--- src/rtl/pll_lock_controller.sv ---
// rtl/pll_lock_controller.sv - PLL lock sequencer: reset hold, windowed frequency compare, lock/loss/fail tracking
module pll_lock_controller #(
    parameter int WINDOW          = 16,
    parameter int TOL             = 1,
    parameter int LOCK_COUNT      = 4,
    parameter int TIMEOUT_WINDOWS = 64,
    parameter int HOLD_CYCLES     = 32,
    parameter int REF_TIMEOUT     = 1024
) (
    input  logic       clk,
    input  logic       reset,
    input  logic       start,
    input  logic       reference_clk_digital,
    input  logic       feedback_div_clk_digital,
    output logic       pll_reset_out,
    output logic       lock_digital,
    output logic       busy,
    output logic       fail,
    output logic       loss_of_lock,
    output logic [7:0] freq_error,
    output logic [2:0] state_digital
);

    localparam int HOLD_W = $clog2(HOLD_CYCLES + 1);
    localparam int GOOD_W = $clog2(LOCK_COUNT + 1);
    localparam int WIN_W  = $clog2(TIMEOUT_WINDOWS + 1);
    localparam int WD_W   = $clog2(REF_TIMEOUT + 1);

    localparam logic signed [9:0] WINDOW_S = 10'(WINDOW);
    localparam logic signed [9:0] TOL_S    = 10'(TOL);

    typedef enum logic [2:0] {
        IDLE    = 3'd0,
        HOLD    = 3'd1,
        MEASURE = 3'd2,
        LOCKED  = 3'd3,
        FAIL    = 3'd4
    } state_t;

    state_t            state_q, state_d;
    logic              ref_q, fb_q;
    logic [HOLD_W-1:0] hold_q, hold_d;
    logic [7:0]        ref_cnt_q, ref_cnt_d;
    logic [7:0]        fb_cnt_q, fb_cnt_d;
    logic [GOOD_W-1:0] good_q, good_d, good_next;
    logic [WIN_W-1:0]  win_q, win_d, win_next;
    logic [WD_W-1:0]   wd_q, wd_d;
    logic [7:0]        ferr_q, ferr_d;
    logic              lol_q, lol_d;

    // Edge detection and window arithmetic shared by the FSM below
    logic              ref_edge, fb_edge, win_close, good_win, wd_expire;
    logic [7:0]        fb_total;
    logic signed [9:0] diff;
    logic [7:0]        diff_clamped;

    assign ref_edge  = reference_clk_digital & ~ref_q;
    assign fb_edge   = feedback_div_clk_digital & ~fb_q;
    // A feedback edge in the closing cycle belongs to the closing window
    assign fb_total  = (fb_edge && (fb_cnt_q != 8'hFF)) ? fb_cnt_q + 8'd1 : fb_cnt_q;
    assign diff      = $signed({2'b00, fb_total}) - WINDOW_S;
    assign win_close = ref_edge && (ref_cnt_q == 8'(WINDOW - 1));
    assign good_win  = (diff <= TOL_S) && (diff >= -TOL_S);
    assign wd_expire = !ref_edge && (wd_q == WD_W'(REF_TIMEOUT - 1));
    assign diff_clamped = (diff > 10'sd127)  ? 8'h7F :
                          (diff < -10'sd128) ? 8'h80 : diff[7:0];

    // Next-state and counter updates for the lock sequence
    always_comb begin
        state_d   = state_q;
        hold_d    = hold_q;
        ref_cnt_d = ref_cnt_q;
        fb_cnt_d  = fb_cnt_q;
        good_d    = good_q;
        win_d     = win_q;
        wd_d      = wd_q;
        ferr_d    = ferr_q;
        lol_d     = 1'b0;
        good_next = good_win ? good_q + 1'b1 : '0;
        win_next  = win_q + 1'b1;
        case (state_q)
            IDLE, FAIL: begin
                if (start) begin
                    state_d = HOLD;
                    hold_d  = '0;
                end
            end
            HOLD: begin
                ref_cnt_d = '0;
                fb_cnt_d  = '0;
                good_d    = '0;
                win_d     = '0;
                wd_d      = '0;
                if (hold_q == HOLD_W'(HOLD_CYCLES - 1)) begin
                    state_d = MEASURE;
                end else begin
                    hold_d = hold_q + 1'b1;
                end
            end
            MEASURE, LOCKED: begin
                fb_cnt_d = fb_total;
                wd_d     = ref_edge ? '0 : wd_q + 1'b1;
                if (ref_edge) begin
                    ref_cnt_d = ref_cnt_q + 8'd1;
                end
                if (win_close) begin
                    ref_cnt_d = '0;
                    fb_cnt_d  = '0;
                    ferr_d    = diff_clamped;
                    if (state_q == MEASURE) begin
                        good_d = good_next;
                        win_d  = win_next;
                        // Lock completion wins over timeout on the same close
                        if (good_next == GOOD_W'(LOCK_COUNT)) begin
                            state_d = LOCKED;
                        end else if (win_next == WIN_W'(TIMEOUT_WINDOWS)) begin
                            state_d = FAIL;
                        end
                    end else if (!good_win) begin
                        state_d = MEASURE;
                        good_d  = '0;
                        win_d   = '0;
                        lol_d   = 1'b1;
                    end
                end else if (wd_expire) begin
                    state_d = FAIL;
                    lol_d   = (state_q == LOCKED);
                end
            end
            default: state_d = IDLE;
        endcase
    end

    // State and datapath registers; reset aborts silently into IDLE
    always_ff @(posedge clk or negedge reset) begin
        if (!reset) begin
            state_q   <= IDLE;
            ref_q     <= 1'b0;
            fb_q      <= 1'b0;
            hold_q    <= '0;
            ref_cnt_q <= '0;
            fb_cnt_q  <= '0;
            good_q    <= '0;
            win_q     <= '0;
            wd_q      <= '0;
            ferr_q    <= '0;
            lol_q     <= 1'b0;
        end else begin
            state_q   <= state_d;
            ref_q     <= reference_clk_digital;
            fb_q      <= feedback_div_clk_digital;
            hold_q    <= hold_d;
            ref_cnt_q <= ref_cnt_d;
            fb_cnt_q  <= fb_cnt_d;
            good_q    <= good_d;
            win_q     <= win_d;
            wd_q      <= wd_d;
            ferr_q    <= ferr_d;
            lol_q     <= lol_d;
        end
    end

    assign pll_reset_out = (state_q == IDLE) || (state_q == HOLD) || (state_q == FAIL);
    assign busy          = (state_q == HOLD) || (state_q == MEASURE) || (state_q == LOCKED);
    assign lock_digital  = (state_q == LOCKED);
    assign fail          = (state_q == FAIL);
    assign loss_of_lock  = lol_q;
    assign freq_error    = ferr_q;
    assign state_digital = state_q;

endmodule

--- config.mk ---
export PLATFORM = sky130hd
export DESIGN_NAME = pll_lock_controller
export DESIGN_NICKNAME = d
export VERILOG_FILES = /design/src/rtl/pll_lock_controller.sv
export SDC_FILE = /design/constraint.sdc
export NUM_CORES = 1
export LEC_CHECK = 0
export ABC_AREA = 1
export CAP_MARGIN = 10
export CORE_MARGIN = 2
export CORE_UTILIZATION = 56
export CTS_BUF_LIST = sky130_fd_sc_hd__clkbuf_4 sky130_fd_sc_hd__clkbuf_8
export CTS_CLUSTER_SIZE = 28
export DETAILED_ROUTE_END_ITERATION = 8
export PLACE_DENSITY = 0.81
export SETUP_SLACK_MARGIN = 0.2
export SYNTH_ARGS = -nofsm -noshare
export SYNTH_HDL_FRONTEND = slang
export SYNTH_SLANG_ARGS = --single-unit
--- constraint.sdc ---
create_clock -name clk -period 2.2 [get_ports clk]
set_input_delay 0.44 -clock clk [delete_from_list [all_inputs] [get_ports clk]]
set_output_delay 0.44 -clock clk [all_outputs]
set_load 0.03 [all_outputs]
==> results of run 1 <==
-- synth_stat cells (2+ instances only) --
master / instances / area share (%)
nand2_1: 83 / 9.4
inv_1: 69 / 7.8
dfrtp_1: 57 / 43
nor2_1: 38 / 4.3
nand3_1: 31 / 4.7
o21ai_0: 24 / 3.6
nor3_1: 14 / 2.1
nand2_2: 12 / 2.3
o22ai_1: 12 / 2.3
a21oi_1: 11 / 1.7
ha_1: 7 / 2.6
nand4_1: 7 / 1.3
xor2_1: 7 / 1.9
nor2_2: 6 / 1.1
o21ai_2: 6 / 1.6
o21a_1: 5 / 1.1
inv_2: 4 / 0.45
nand2_4: 4 / 1.4
nand3_2: 4 / 1.2
clkbuf_1: 3 / 0.34
nor3b_1: 3 / 0.68
o31ai_1: 3 / 0.68
and3_1: 2 / 0.38
o211ai_1: 2 / 0.45
o21ai_1: 2 / 0.30
xnor2_1: 2 / 0.53
-- path summary, 6_finish.rpt --
path                                    end  slack, ns
min in group clk                       fb_q       0.48
hold reg to reg                    wd_q[10]       0.49
setup / recovery           state_digital[0]      -0.70
hold / removal                      wd_q[6]       0.02
setup reg to reg           state_digital[0]      -0.70
max in group asynchronous       fb_cnt_q[4]       1.49
-- area by class of cell --
cell class                 instances  area (um2)  area share, %
multi-input combinational        294        1930           39.5
timing repair buffer             100         850           17.4
clock buffer                      11         151           3.11
sequential                        57        1430           29.3
inverter                          74         303           6.21
clock inverter                     5         125           2.57
tap                               72        90.1           1.85
-- logic make-up (layout without fill, tap and decap cells) --
group                      after synthesis  in the layout  synth area share (%)
and+or+nand+nor                        207            208                  29.7
DFF                                     57             57                  43.1
buffers and inverters                   79            190                  9.22
adders and majority gates                7              7                  2.65
xor gates and xnor gates                 9              9                  2.38
AOI/OAI and AO/OA                       70             70                  12.9
-- power groups by stage --
stage	Combinational, mW	Sequential, mW	Clock, mW
global route	2.86	1.40	1.46
detailed placement	1.96	1.38	0
CTS	2.18	1.37	1.39
floorplan	1.05	1.41	0
global placement	1.90	1.37	0
finish	2.74	1.39	1.41
-- state kept, by name, summed over array words and instances, names as in the netlist --
name,count
fb_cnt_q,8
fb_q,1
ref_cnt_q,8
freq_error,8
win_q,7
hold_q,6
wd_q,11
state_digital,3
loss_of_lock,1
good_q,3
ref_q,1
-- metrics by stage --
stage | area [um2] | total power, mW
2_1_floorplan | 3350 | 2.46
3_3_place_gp | 4050 | 3.27
3_5_place_dp | 4050 | 3.34
4_1_cts | 4580 | 4.94
5_1_grt | 4870 | 5.72
6_report | 4870 | 5.54
-- layer usage --
metal / up-vias / part of all wire (%) / GRT usage, %
met3: 111 / 10 / 6.44
met5: - / 0 / 0
met1: 1777 / 37 / 40.4
met2: 300 / 46 / 56.1
li1: 1616 / - / -
met4: 0 / 6.7 / 13.6
-- placed cells by master (no fill, tap or decap), types with 3 or more instances in the layout --
| master | instances |
|---|---|
| bufinv_16 | 4 |
| dfrtp_2 | 3 |
| nand2_1 | 67 |
| nand2_8 | 3 |
| nand3_1 | 21 |
| o21a_1 | 5 |
| nor3_1 | 10 |
| inv_2 | 4 |
| nand3_2 | 12 |
| nand2_4 | 11 |
| xor2_1 | 7 |
| o21ai_2 | 8 |
| o22ai_1 | 11 |
| nand4_1 | 7 |
| nor2_4 | 5 |
| clkbuf_8 | 11 |
| buf_4 | 70 |
| inv_1 | 64 |
| nor3_2 | 4 |
| ha_1 | 5 |
| nor2_1 | 29 |
| o21ai_1 | 4 |
| o21ai_0 | 19 |
| buf_6 | 11 |
| dfrtp_1 | 54 |
| nand2_2 | 19 |
| a21oi_1 | 10 |
| nor2_2 | 11 |
| clkdlybuf4s50_1 | 11 |
-- worst max-delay path, stage by stage (launching register included) --
cell,delay [ns]
dfrtp_1,0.42
ha_4,0.19
nand3_4,0.07
nor2_4,0.13
nand2_1,0.12
nand2_1,0.15
nand2_2,0.11
ha_4,0.25
inv_4,0.06
nand3_2,0.06
nor2_2,0.15
nand3_2,0.12
nand3_4,0.13
nand2_4,0.10
nor2_2,0.19
nor2_1,0.11
nor2_1,0.20
nor2_2,0.09
nand2_1,0.08
nand2_1,0.06
-- repair_timing --
item / 4_1_cts / 5_1_grt
pin swaps: 10 / 30
gates resized for setup: 53 / 53
setup buffers: 10 / 12
gates cloned: 1 / 0
endpoints found under the setup margin: 27 / 35
==> results by group, run 1 <==
Run status
  – Status: complete, but fails checks
  – Failing checks: setup timing

Clocking
  – Clk buf depth: 2
  – CTS buffer count: 9
  – CTS tree: done
  – Clock latency on the worst-skew pair: 0.36 ns
  – Clk root buf: clkbuf_8
  – H-tree Lvls: 3
  – Clock sink count: 57
  – Worst-path clk slew: 0.08 ns
  – Cts hold-fix bufs: 0

Global route
  – Largest net degree at the start of global routing: 22
  – Grt total ovfl: 0
  – Antenna violations before repair: 0
  – GRT Total Usage: 32.8%
  – Vias in the first global route: 3502
  – First-pass GRT wire length: 16400 um

Finish
  – Syn-to-layout area delta: 47.3%
  – Post-layout util: 86.9%
  – Fill count: 236
  – Layout cell share with drive strength beyond 1: 37.0%
  – Non-filler cells, final: 613
  – Nets: 548
  – Antenna cell count: 0

Power and ir drop
  – Clock Power Share: 25.4%
  – Logic pwr share: 49.5%
  – Leakage: 2.32 nW
  – Sw frac: 41.2%
  – Worst IR Drop VDD: 0.731 mV
  – Internal power: 3.26 mW
  – PD cells: 1140 nW/um2
  – Part of the power in registers: 25.1%
  – NetSw: 2.28 mW

Logic synthesis
  – Synthesized area: 3310 um2
  – Syn_nets: 441
  – Top_reg_cell synth: dfrtp_1
  – Seq/Total Area, Yosys: 43.1%
  – Synth Warn #: 0
  – Post-synth ARST share: 100%
  – Post-synth EDFFs: 0
  – Syn_area_per_cell: 7.71 um2
  – Synth cell types: 37
  – Register bit total from synthesis: 57
  – Mapped Cells: 429

Setup path
  – Crit path required time: 2.45 ns
  – Crit path from: fb_cnt_q[0]
  – CP arrival: 3.15 ns
  – Startpoint types: flop
  – Crit Path Class: flop to flop
  – CP Capture Type: flop
  – Worst Reg-to-Reg Cells: 19
  – Worst r2r src: fb_cnt_q[0]
  – Worst-path fanout max: 4

Placement
  – DP Cell Count: 574
  – Number of port buffers: 20
  – RD Place Congestion: 0.832
  – Dpl ws: -0.748 ns
  – Post-DP HPWL: 5780 um

Timing
  – Final Skew: 0.0149 ns
  – Worst Setup Slack, final: -0.700 ns
  – Min Hold Slack: 0.0164 ns
  – Setup violators final: 21
  – Slew Limit Fails: 0
  – Worst Max-Slew Pin Slew: 0.456 ns
  – Setup_tns: -9.79 ns
  – Rel. slew slack: 69.5%
  – Final hold violation count: 0
  – Max Fclk: 345 MHz
  – RSZ-0062 raised after global routing: yes
  – Tcrit/Tclk final: 132%
  – Post-layout min period: 2.90 ns

Floorplanning
  – I/O Pins: 21
  – Core area: 5610 um2
  – Initial core utilization: 59.0%
  – Die ar.: 6540 um2
  – Die extent in y: 80.9 um
  – Row count: 27
  – Die span in x: 80.9 um

Worst hold path
  – Worst Hold Class: input pin to async pin

Detailed routing
  – Vias: 3804
  – Number of DRC markers in iteration 0: 569
  – Wirelength per Cell: 20.0 um
  – Final WL: 12300 um
  – Vias per cell: 6.21
  – Remaining DRCs: 0
  – Antenna Nets Post-Route: 0
  – Drt first pass iters: 8

Run
  – # Max-Cap Violations: 0
No activity file was read; power rests on OpenSTA's default activity.
==> run 2: changes to the inputs <==
Settings changed: CORE_MARGIN 2 to 5, SKIP_CTS_REPAIR_TIMING set to 1.
==> results by group, run 2 (synthesis gave the netlist of run 1 again) <==
Finish
  – Fill count: 345 (+46%)
  – Non-filler cells, final: 604 (-1.5%)
  – Antenna cell count: 0 (unchanged)
  – Max FFs per register: 11 (unchanged)
  – Post-layout util: 80.6% (-6.4 points)
  – Commonest cells after routing, fill and taps aside: 69 x nand2_1, 63 x inv_1, 62 x buf_4
  – Nets: 536 (-2.2%)
  – Syn-to-layout area delta: 41.6%
  – Largest Register: wd_q
  – Layout cell share with drive strength beyond 1: 33.8% (-3.1 points)
  – Commonest non-fill, non-tap cell in the layout: nand2_1

Clocking
  – Clock sink count: 57 (unchanged)
  – H-tree Lvls: 3 (unchanged)
  – CTS tree: done
  – Clock latency on the worst-skew pair: 0.35 ns (about the same)
  – CTS buffer count: 9 (unchanged)
  – Clk root buf: clkbuf_8
  – Clk buf depth: 2 (unchanged)
  – Worst-path clk slew: 0.07 ns (about the same)

Timing
  – Worst Max-Slew Pin Slew: 0.420 ns (-0.0365 ns)
  – Slew Limit Fails: 0 (unchanged)
  – Max Fclk: 405 MHz (+17%)
  – Post-layout min period: 2.47 ns (-0.431 ns)
  – Final hold violation count: 0 (unchanged)
  – Final Skew: 0.00904 ns (-0.00584 ns)
  – Min Hold Slack: 0.0988 ns (+0.0824 ns)
  – Setup_tns: -3.22 ns (+6.57 ns)
  – Setup violators final: 20 (-4.8%)
  – RSZ-0062 raised after global routing: yes
  – Worst Setup Slack, final: -0.269 ns (+0.431 ns)
  – Tcrit/Tclk final: 112% (-20 points)
  – Rel. slew slack: 71.8% (+2.3 points)

Floorplanning
  – Die span in x: 86.9 um (+7.4%)
  – I/O Pins: 21 (unchanged)
  – Row count: 28 (+3.7%)
  – Core area: 5820 um2 (+3.7%)
  – Die extent in y: 86.9 um (+7.4%)
  – Initial core utilization: 56.9% (-2.1 points)
  – Die ar.: 7550 um2 (+15%)

Global route
  – Grt total ovfl: 0 (unchanged)
  – Vias in the first global route: 3210 (-8.3%)
  – Largest net degree at the start of global routing: 31 (+41%)
  – First-pass GRT wire length: 14100 um (-14%)
  – Antenna violations before repair: 0 (unchanged)
  – GRT Total Usage: 23.6% (-9.2 points)

Detailed routing
  – Antenna Nets Post-Route: 0 (unchanged)
  – Met3 wire length: 530 um (-59%)
  – Final WL: 10100 um (-18%)
  – Number of DRC markers in iteration 0: 262 (-54%)
  – Vias per cell: 5.63 (-9.3%)
  – M1 WL: 3820 um (-16%)
  – Remaining DRCs: 0 (unchanged)
  – Drt first pass iters: 5 (-3)
  – WL met2: 5180 um (-7.9%)
  – Vias: 3401 (-11%)
  – Wirelength per Cell: 16.7 um (-17%)
  – Max Used Layer: met4

Power and ir drop
  – Leakage: 2.22 nW (-4.2%)
  – Worst IR Drop VDD: 0.767 mV (+5.0%)
  – Internal power: 2.75 mW (-15%)
  – Clock Power Share: 19.1% (-6.3 points)
  – PD cells: 1040 nW/um2 (-8.9%)
  – Logic pwr share: 52.3% (+2.8 points)
  – Sw frac: 43.2% (+2.0 points)
  – Part of the power in registers: 28.6% (+3.5 points)
  – NetSw: 2.10 mW (-8.1%)
  – Pwr Total: 4.85 mW (-12%)

Placement
  – DP Cell Count: 576 (+0.35%)
  – Post-DP HPWL: 5940 um (+2.9%)
  – RD Place Congestion: 0.862 (+3.6%)
  – Number of port buffers: 20 (unchanged)

Run
  – # Max-Cap Violations: 0 (unchanged)

Setup path
  – Startpoint types: flop
  – Critical-path top delay cell: dfrtp_1
  – Delay-heaviest family, CP: simple AND/OR/NAND/NOR gates
  – CP Capture Type: flop
  – Worst Reg-to-Reg Cells: 20 (+1)
  – Crit path required time: 2.48 ns (+0.03 ns)
  – WP depth: 20 (+1)
  – Crit-path cells: ha_4 -> inv_2 -> nor2_2 -> nand2_4 -> buf_4 -> nand3_1 -> nand2_1 -> inv_1 -> nand2_1 -> nor2_1 -> nand3_2 -> nand3_4 -> nand2_4 -> inv_4 -> nand3_1 -> nand2_1 -> inv_2 -> nand2_2 -> nand2_1 -> nand2_1
  – Crit-path max cell delay: 0.39 ns (-0.03 ns)
  – CP arrival: 2.75 ns (-0.40 ns)
  – Crit path top cell by count: nand2_1
  – Crit Path Class: flop to flop
  – Buf/Inv on CP: 5 (+4)
  – Worst-path fanout max: 5 (+1)

Run status
  – Status: complete, but fails checks
  – Failing checks: setup timing

Worst hold path
  – Worst Hold Class: input pin to async pin
[run 2: worst paths after layout]
kind                                                from               end  slack [ns]
min in group clk                feedback_div_clk_digital              fb_q        0.36
worst min-delay path                               reset          win_q[4]         0.1
worst min register to register             freq_error[0]     freq_error[0]        0.47
worst max-delay path                         fb_cnt_q[0]  state_digital[1]       -0.27
worst max register to register               fb_cnt_q[0]  state_digital[1]       -0.27
max in group asynchronous                          reset     freq_error[4]        1.78
[run 2: per-stage QoR]
step	cell area, um2	worst slack, ns
global route	4680	-0.481
finish	4680	-0.269
detailed placement	4050	-0.737
floorplan	3350	-0.0675
CTS	4230	-0.405
global placement	4050	-0.667
[run 2: area by class of cell]
cell class	instances	area (um2)	share of cell area, %
timing repair buffer	89	757	16.2
multi-input combinational	293	1920	40.9
clock inverter	3	15.0	0.321
sequential	57	1430	30.5
inverter	74	308	6.57
clock buffer	13	166	3.55
tap	75	93.8	2.00
[run 2: routing by layer]
layer,vias to the layer above,track usage (%)
li1,1591,-
met1,1596,27.9
met2,162,41.7
met3,52,4.45
met4,0,10.1
met5,-,0
[run 2: power groups by stage]
| stage | clock (mW) | combinational (mW) | sequential (mW) |
|---|---|---|---|
| after floorplan | 0 | 1.05 | 1.41 |
| after global placement | 0 | 1.85 | 1.37 |
| after detailed placement | 0 | 1.92 | 1.38 |
| after CTS | 0.910 | 1.93 | 1.37 |
| after global routing | 0.958 | 2.71 | 1.40 |
| final | 0.925 | 2.54 | 1.39 |
==> run 3: changes to the inputs <==
Settings changed: SETUP_SLACK_MARGIN 0.2 to 0.1.
==> results by group, run 3 (synthesis gave the netlist of run 1 again) <==
Finish
  – Commonest cells after routing, fill and taps aside: 78 x nand2_1, 65 x inv_1, 60 x buf_4
  – Largest Register: wd_q
  – Syn-to-layout area delta: 31.6%
  – Non-filler cells, final: 595 (-1.5%)
  – Layout cell share with drive strength beyond 1: 28.3% (-5.6 points)
  – Commonest non-fill, non-tap cell in the layout: nand2_1
  – Antenna cell count: 0 (unchanged)
  – Area of the multi-input gates: 1700 um2 (-11%)
  – Max FFs per register: 11 (unchanged)
  – Fill count: 416 (+21%)
  – Nets: 527 (-1.7%)
  – Sequential cell area: 1430 um2 (about the same)

Worst hold path
  – Worst Hold Class: input pin to async pin

Power and ir drop
  – Internal power: 2.55 mW (-7.4%)
  – Sw frac: 40.9% (-2.3 points)
  – Worst IR Drop VDD: 0.842 mV (+9.7%)
  – Part of the power in registers: 31.9% (+3.3 points)
  – NetSw: 1.76 mW (-16%)
  – Logic pwr share: 45.9% (-6.4 points)
  – PD cells: 990 nW/um2 (-4.4%)
  – Leakage: 2.06 nW (-7.1%)
  – Clock Power Share: 22.1% (+3.0 points)

Setup path
  – Startpoint types: flop
  – CP Capture Type: flop
  – Crit Path Class: flop to flop
  – Worst-path fanout max: 4 (-1)
  – CP arrival: 2.64 ns (-0.11 ns)
  – Crit path required time: 2.43 ns (-0.05 ns)

Floorplanning
  – Die span in x: 86.9 um (unchanged)
  – Initial core utilization: 56.9% (unchanged)
  – Die ar.: 7550 um2 (unchanged)
  – I/O Pins: 21 (unchanged)
  – Row count: 28 (unchanged)
  – Die extent in y: 86.9 um (unchanged)
  – Core area: 5820 um2 (unchanged)

Run
  – # Max-Cap Violations: 0 (unchanged)

Clocking
  – CTS tree: done
  – Clk buf depth: 2 (unchanged)
  – Clock latency on the worst-skew pair: 0.34 ns (about the same)
  – Clk root buf: clkbuf_8
  – Worst-path clk slew: 0.07 ns (about the same)
  – H-tree Lvls: 3 (unchanged)
  – Clock sink count: 57 (unchanged)
  – CTS buffer count: 9 (unchanged)

Timing
  – Post-layout min period: 2.41 ns (-0.0602 ns)
  – Tcrit/Tclk final: 109% (-2.7 points)
  – Setup_tns: -3.14 ns (+0.0777 ns)
  – Final Skew: 0.0106 ns (+0.00159 ns)
  – RSZ-0062 raised after global routing: yes
  – Slew Limit Fails: 0 (unchanged)
  – Final hold violation count: 0 (unchanged)
  – Worst Setup Slack, final: -0.208 ns (+0.0602 ns)
  – Max Fclk: 415 MHz (+2.5%)
  – Rel. slew slack: 74.6% (+2.8 points)
  – Setup violators final: 21 (+5.0%)
  – Worst Max-Slew Pin Slew: 0.377 ns (-0.0423 ns)

Detailed routing
  – Vias per cell: 5.35 (-5.0%)
  – Vias: 3184 (-6.4%)
  – Remaining DRCs: 0 (unchanged)
  – Drt first pass iters: 5 (unchanged)
  – Wirelength per Cell: 13.5 um (-19%)
  – Antenna Nets Post-Route: 0 (unchanged)
  – Number of DRC markers in iteration 0: 162 (-38%)
  – Final WL: 8060 um (-20%)

Global route
  – GRT Total Usage: 23.5% (-0.12 points)
  – Grt total ovfl: 0 (unchanged)
  – First-pass GRT wire length: 14000 um (-0.64%)
  – Vias in the first global route: 3197 (-0.40%)
  – Antenna violations before repair: 0 (unchanged)
  – Largest net degree at the start of global routing: 58 (+87%)

Placement
  – Number of port buffers: 20 (unchanged)
  – Post-DP HPWL: 5650 um (-5.0%)
  – Dpl ws: -0.744 ns (-0.00679 ns)
  – RD Place Congestion: 0.882 (+2.4%)
  – DP Cell Count: 575 (-0.17%)

Run status
  – Failing checks: setup timing
  – Status: complete, but fails checks
[run 3: final cells by class]
| class | count | share of cell area, % |
|---|---|---|
| multi-input combinational | 293 | 39.1 |
| sequential | 57 | 32.7 |
| timing repair buffer | 80 | 14.9 |
| inverter | 74 | 6.55 |
| clock buffer | 14 | 4.28 |
| tap | 75 | 2.15 |
| clock inverter | 2 | 0.230 |
[run 3: routing by layer]
layer | routed length [um] | global-route usage, % | vias up
li1 | - | - | 1573
met1 | 3350 | 27.8 | 1512
met2 | 4130 | 40.9 | 76
met3 | 366 | 5.77 | 23
met4 | 209 | 9.07 | 0
met5 | 0 | 0 | -
[run 3: through the flow]
step | area [um2] | hold WS, ns | power [mW] | util [%]
2_1_floorplan | 3350 | 0.144 | 2.46 | -
3_3_place_gp | 4040 | 0.459 | 3.18 | 69.4
3_5_place_dp | 4040 | 0.464 | 3.26 | 69.4
4_1_cts | 4240 | 0.0952 | 4.22 | 72.8
5_1_grt | 4360 | 0.102 | 4.65 | 74.9
6_report | 4360 | 0.0968 | 4.31 | 74.9
[run 3: worst paths after layout]
path	from	depth (start not counted)	endpoint	slack, ns
setup / recovery	fb_cnt_q[1]	19	state_digital[0]	-0.21
max in group asynchronous	reset	2	win_q[2]	1.86
min in group clk	feedback_div_clk_digital	1	fb_q	0.38
setup reg to reg	fb_cnt_q[1]	19	state_digital[0]	-0.21
hold reg to reg	freq_error[5]	2	freq_error[5]	0.48
hold / removal	reset	2	good_q[1]	0.1
[run 3: critical path, cell delays in order (launching register included)]
cell and delay, ns:
dfrtp_1 0.41, ha_4 0.18, nand3_4 0.08, nor2_4 0.12
nand2_1 0.06, nand2_1 0.07, nand2_2 0.10, ha_4 0.26
inv_2 0.06, nand3_2 0.08, nor2_2 0.08, nand3_1 0.08
nand3_2 0.10, nand2_2 0.11, nor2_4 0.12, nor2_2 0.06
nor2_1 0.13, nor2_2 0.06, nand2_1 0.06, nand2_1 0.06
[run 3: power groups by stage]
stage	Sequential, mW	Combinational [mW]	Clock, mW
detailed placement	1.38	1.88	0
CTS	1.36	1.89	0.975
global placement	1.37	1.81	0
floorplan	1.41	1.05	0
global route	1.40	2.22	1.03
finish	1.38	1.98	0.955
